**src/rtl/feature_pkg.sv**
```systemverilog
// Shared definitions for the stroke feature extractor: token encodings,
// default count widths and the output-stage state type.
package feature_pkg;

    localparam int unsigned EW_DEF = 3;
    localparam int unsigned CW_DEF = 4;
    localparam int unsigned TOK_W  = 2;

    localparam logic [TOK_W-1:0] TOK_PAD   = 2'b00;
    localparam logic [TOK_W-1:0] TOK_EDGE  = 2'b01;
    localparam logic [TOK_W-1:0] TOK_CURVE = 2'b10;
    localparam logic [TOK_W-1:0] TOK_END   = 2'b11;

    typedef enum logic {
        S_EMPTY = 1'b0,
        S_FULL  = 1'b1
    } state_t;

endpackage

```
**src/rtl/feature_extractor_sat_counter.sv**
```systemverilog
// Saturating up-counter with synchronous clear.
// Ports: i_clk, i_rst (sync, active-high), i_clr (sync clear), i_inc (count
// request), o_count (current value), o_hit_c (increment requested at maximum).
module sat_counter #(
    parameter int unsigned W = 3
) (
    input  logic         i_clk,
    input  logic         i_rst,
    input  logic         i_clr,
    input  logic         i_inc,
    output logic [W-1:0] o_count,
    output logic         o_hit_c
);

    localparam logic [W-1:0] MAX = {W{1'b1}};

    logic [W-1:0] r_count;

    // Count register; holds at MAX instead of wrapping.
    always_ff @(posedge i_clk) begin
        if (i_rst || i_clr) begin
            r_count <= '0;
        end else if (i_inc && (r_count != MAX)) begin
            r_count <= r_count + W'(1);
        end
    end

    assign o_count = r_count;
    assign o_hit_c = i_inc && (r_count == MAX);

endmodule

```
**src/rtl/feature_extractor.sv**
```systemverilog
// Stroke feature extractor: counts EDGE and CURVE tokens per frame and, on END,
// hands the completed (edges, curves, ovf) vector to a ready/valid consumer.
// Ports: clk, rst (sync, active-high); tok_valid/tok/tok_ready token input;
// feat_valid/feat_ready vector handshake; edges, curves, ovf held vector;
// frames count of vectors handed off (mod 256).
module feature_extractor
    import feature_pkg::*;
#(
    parameter int unsigned EW = EW_DEF,
    parameter int unsigned CW = CW_DEF
) (
    input  logic             clk,
    input  logic             rst,
    input  logic             tok_valid,
    input  logic [TOK_W-1:0] tok,
    output logic             tok_ready,
    output logic             feat_valid,
    input  logic             feat_ready,
    output logic [EW-1:0]    edges,
    output logic [CW-1:0]    curves,
    output logic             ovf,
    output logic [7:0]       frames
);

    state_t        r_state;
    state_t        w_state_nxt;

    logic          w_tok_acc;
    logic          w_edge;
    logic          w_curve;
    logic          w_end;
    logic          w_feat_hs;
    logic          w_hit_e;
    logic          w_hit_c;
    logic [EW-1:0] w_acc_e;
    logic [CW-1:0] w_acc_c;
    logic          r_acc_ovf;

    logic [EW-1:0] r_edges;
    logic [CW-1:0] r_curves;
    logic          r_ovf;
    logic [7:0]    r_frames;

    // A token can be taken whenever the output slot is free or is being drained.
    assign tok_ready  = (r_state == S_EMPTY) || feat_ready;
    assign feat_valid = (r_state == S_FULL);

    assign w_tok_acc = tok_valid && tok_ready;
    assign w_edge    = w_tok_acc && (tok == TOK_EDGE);
    assign w_curve   = w_tok_acc && (tok == TOK_CURVE);
    assign w_end     = w_tok_acc && (tok == TOK_END);
    assign w_feat_hs = feat_valid && feat_ready;

    // In-progress frame accumulators.
    sat_counter #(.W(EW)) u_edge_cnt (
        .i_clk   (clk),
        .i_rst   (rst),
        .i_clr   (w_end),
        .i_inc   (w_edge),
        .o_count (w_acc_e),
        .o_hit_c (w_hit_e)
    );

    sat_counter #(.W(CW)) u_curve_cnt (
        .i_clk   (clk),
        .i_rst   (rst),
        .i_clr   (w_end),
        .i_inc   (w_curve),
        .o_count (w_acc_c),
        .o_hit_c (w_hit_c)
    );

    // Sticky overflow for the current frame.
    always_ff @(posedge clk) begin
        if (rst || w_end) begin
            r_acc_ovf <= 1'b0;
        end else if (w_hit_e || w_hit_c) begin
            r_acc_ovf <= 1'b1;
        end
    end

    // Output state register.
    always_ff @(posedge clk) begin
        if (rst) begin
            r_state <= S_EMPTY;
        end else begin
            r_state <= w_state_nxt;
        end
    end

    // Next state: END fills the slot; a drain without a refill empties it.
    always_comb begin
        w_state_nxt = r_state;
        if (w_end) begin
            w_state_nxt = S_FULL;
        end else if (w_feat_hs) begin
            w_state_nxt = S_EMPTY;
        end
    end

    // Held vector; END only reaches here when the slot is free or draining.
    always_ff @(posedge clk) begin
        if (rst) begin
            r_edges  <= '0;
            r_curves <= '0;
            r_ovf    <= 1'b0;
        end else if (w_end) begin
            r_edges  <= w_acc_e;
            r_curves <= w_acc_c;
            r_ovf    <= r_acc_ovf;
        end
    end

    // Handoff counter.
    always_ff @(posedge clk) begin
        if (rst) begin
            r_frames <= '0;
        end else if (w_feat_hs) begin
            r_frames <= r_frames + 8'(1);
        end
    end

    assign edges  = r_edges;
    assign curves = r_curves;
    assign ovf    = r_ovf;
    assign frames = r_frames;

endmodule

```
**config.mk**
```make
export PLATFORM = sky130hd
export DESIGN_NAME = feature_extractor
export DESIGN_NICKNAME = d
export VERILOG_FILES = /design/src/rtl/feature_pkg.sv /design/src/rtl/feature_extractor_sat_counter.sv /design/src/rtl/feature_extractor.sv
export SDC_FILE = /design/constraint.sdc
export NUM_CORES = 1
export LEC_CHECK = 0
export ABC_AREA = 1
export BUFFER_PORTS_ARGS = -buffer_cell sky130_fd_sc_hd__buf_2
export CAP_MARGIN = 0
export CELL_PAD_IN_SITES_DETAIL_PLACEMENT = 0
export CELL_PAD_IN_SITES_GLOBAL_PLACEMENT = 1
export CORE_MARGIN = 5
export CORE_UTILIZATION = 41
export DETAILED_ROUTE_END_ITERATION = 16
export HOLD_SLACK_MARGIN = 0.06
export PLACE_DENSITY_LB_ADDON = 0.25
export RECOVER_POWER = 50
export SYNTH_ARGS = -nofsm -noshare
export SYNTH_HDL_FRONTEND = slang
export SYNTH_SLANG_ARGS = --single-unit
```
**constraint.sdc**
```tcl
create_clock -name clk -period 2.4 [get_ports clk]
set_input_delay 0 -clock clk [delete_from_list [all_inputs] [get_ports clk]]
set_output_delay 0 -clock clk [all_outputs]
set_load 0.02 [all_outputs]
```
==> results.py <==
metrics = {
    "outcome": {
        "status": "complete, no violations",
    },
    "logic_synthesis": {
        "synthAdderAreaFrac_pct": 4.000,
        "yosysSeqAreaShare_pct": 40.00,
        "synth_top_family_by_area": "simple AND/OR/NAND/NOR gates",
        "syn_area_um2": 1251,
        "synthMuxAreaShare_pct": 0,
        "postSynthCellCount": 169,
        "postSynthNetCount": 179,
        "synth-compound-area-share_pct": 7.700,
        "avgSynthCellArea_um2": 7.404,
        "yosys_warnings": 0,
        "ys_types": 23,
        "synth_simple_gate_area_share_pct": 37.10,
        "ys_seq_elements": 25,
        "synth_xor_area_share_pct": 0.7000,
    },
    "global_route": {
        "antenna_found_initial": 0,
        "overflow": 0,
        "grt_max_degree": 16,
        "grt_pass1_vias": 1098,
        "grt_first_pass_wirelength_um": 4857,
        "grt.total_usage_pct": 14.38,
    },
    "floorplan": {
        "coreArea_um2": 2978,
        "dieWidth_um": 65.24,
        "die-area_um2": 4256,
        "ios": 24,
        "fp.dieH_um": 65.24,
        "start_util_pct": 42.02,
        "rows": 20,
    },
    "route": {
        "drt_iter0_drc": 48,
        "num_vias": 1137,
        "wire_per_inst_um": 12.13,
        "drt-total-wl_um": 2790,
        "drc": 0,
        "drt.antenna.violating_nets": 0,
        "first_pass_iters": 4,
        "viasPerCell": 4.943,
    },
    "pwr": {
        "power.leakage_nw": 0.5853,
        "irDropWorstVdd_mv": 0.2802,
        "swShare_pct": 27.42,
        "p_total_uw": 699.7,
        "p_clk_share_pct": 29.1,
        "p_seq_share_pct": 61.0,
        "p_per_area_nw_per_um2": 489.7,
        "power.internal_uw": 507.9,
        "p_switching_uw": 191.8,
        "p_comb_share_pct": 9.9,
    },
    "clock_tree": {
        "cts_made_buffers": 3,
        "clkLatencyLatePin_ps": 330,
        "clk_pin_slew_ps": 160,
        "post_cts_buffers": 0,
        "tritoncts": "done",
        "cts_sinks": 25,
        "htreeDepth": 1,
        "root_buffer": "clkbuf_4",
        "max-clock-path-buffers": 2,
    },
    "critical_path": {
        "start_kind": "flip-flop",
        "crit_fanout": 14,
        "crit_required_ps": 2690,
        "crit_type": "reg2reg",
        "cp_top_family": "buffers and inverters",
        "crit_slowest_cell": "dlygate4sd3_1",
        "end_kind": "flip-flop",
        "critPathMaxStageDelay_ps": 550,
        "cp_cell_sequence": "a21oi_4 > nand4_1 > a21oi_1 > dlygate4sd3_1",
        "crit_buf_inv": 1,
        "arrival_ps": 1940,
    },
    "sta": {
        "finalWorstSetupSlack_ps": 751.6,
        "finalSetupViolations": 0,
        "period_minus_slack_ps": 1648,
        "fmax_mhz": 606.7,
        "worstMarginPinSlew_ps": 357.7,
        "rsz0062_at_grt": "no",
        "skew_ps": 15.61,
        "drv_slew": 0,
        "finalCritPeriodShare_pct": 68.68,
        "final-hold-violation-count": 0,
        "slew_headroom_pct": 76.10,
        "timing.hold.ws_ps": 95.63,
        "tns_ps": 0,
    },
    "layout": {
        "area_delta_synth_final_pct": 14.20,
        "layout_common_cells": "37 x nand2_1, 25 x dfxtp_1, 23 x inv_1",
        "drive_gt1_share_pct": 13.71,
        "final_common_cell": "nand2_1",
        "nNetsFinal": 208,
        "n_antenna_cell": 0,
    },
    "place": {
        "pre_cts_slack_ps": 1110,
        "routabilityCongestion": 0.8854,
        "dp_hpwl_um": 2114,
        "port_buffers": 23,
    },
    "job": {
        "drv_cap": 0,
    },
    "min_path": {
        "min_path_type": "in2reg",
    },
}
-- synth_stat cells --
library cell	n	area (um^2)
nor3_1	1	5.000
nand4_4	1	21.27
a21oi_4	1	16.27
buf_6	1	11.26
a21oi_1	14	70.07
nor2_4	2	22.52
dfxtp_1	25	500.5
nand3_2	2	20.02
o21ai_1	1	5.000
nand2_4	1	11.26
xor2_1	1	8.760
nand4_1	13	81.33
buf_4	2	15.01
clkbuf_1	1	3.750
o21ai_0	1	5.000
nor2_1	14	52.55
nand2_2	4	25.02
inv_1	22	82.58
ha_1	4	50.05
nand3_1	13	65.06
nor2_2	4	25.02
inv_2	5	18.77
nand2_1	36	135.1
-- cells by family after synthesis --
family,count (synthesis)
compound gates,17
xor+xnor,1
fa+ha+maj,4
buf+inv,31
flops,25
simple gates,91
-- worst reg2reg max path: cells and delay by family, from the launching register on --
kind / cells / cell delay [ps]
AND/OR/NAND/NOR: 1 / 170
buffers and inverters: 1 / 550
flip-flops: 1 / 400
AO/OA/AOI/OAI: 2 / 500
-- metrics by stage --
stage                     cell area (um^2)  utilization (%)  std cells
after floorplan                       1251                -        169
after global routing                  1429            47.98        230
after global placement                1378            46.26        221
final                                 1429            47.98        230
after CTS                             1448            48.61        229
after detailed placement              1378            46.26        221
-- registers in the layout, indices dropped and copies added, names as in the netlist --
name / count
ovf: 1
feat_valid: 1
curves: 4
u_edge_cnt.o_count: 3
r_acc_ovf: 1
edges: 3
u_curve_cnt.o_count: 4
frames: 8
-- final cells by class --
type | instances | area, um^2
fill | 329 | 1549
multi-input combinational | 113 | 611.8
sequential | 25 | 500.5
timing repair buffer | 28 | 143.9
inverter | 27 | 101.3
tap | 33 | 41.29
clock buffer | 3 | 22.52
clock inverter | 1 | 7.507
-- power groups by stage --
stage,logic [mW],clock network (mW),registers [mW]
after floorplan,0.0485,0,0.437
after global placement,0.0638,0,0.435
after detailed placement,0.0658,0,0.436
after CTS,0.0701,0.209,0.427
after global routing,0.0790,0.228,0.428
final,0.0694,0.204,0.427
-- final timing paths --
check,from,endpoint,slack [ps],cells after the start
worst min-delay path,tok_valid,u_curve_cnt.o_count[2],100,5
worst min register to register,edges[2],edges[2],480,2
worst max-delay path,feat_valid,edges[0],750,4
worst max register to register,feat_valid,edges[0],750,4
-- layer usage --
metal	wire, um	vias up	global-route usage (%)
met5	0	-	0
met4	38	0	4.663
met3	108	5	2.906
met2	1343	16	25.92
met1	1300	517	16.88
li1	-	599	-
-- repair_timing --
item	CTS	global route
gates resized for setup	0	0
hold buffers	4	1
endpoints found under the hold margin	10	1
Note: power is estimated with default switching activity, not from simulation.
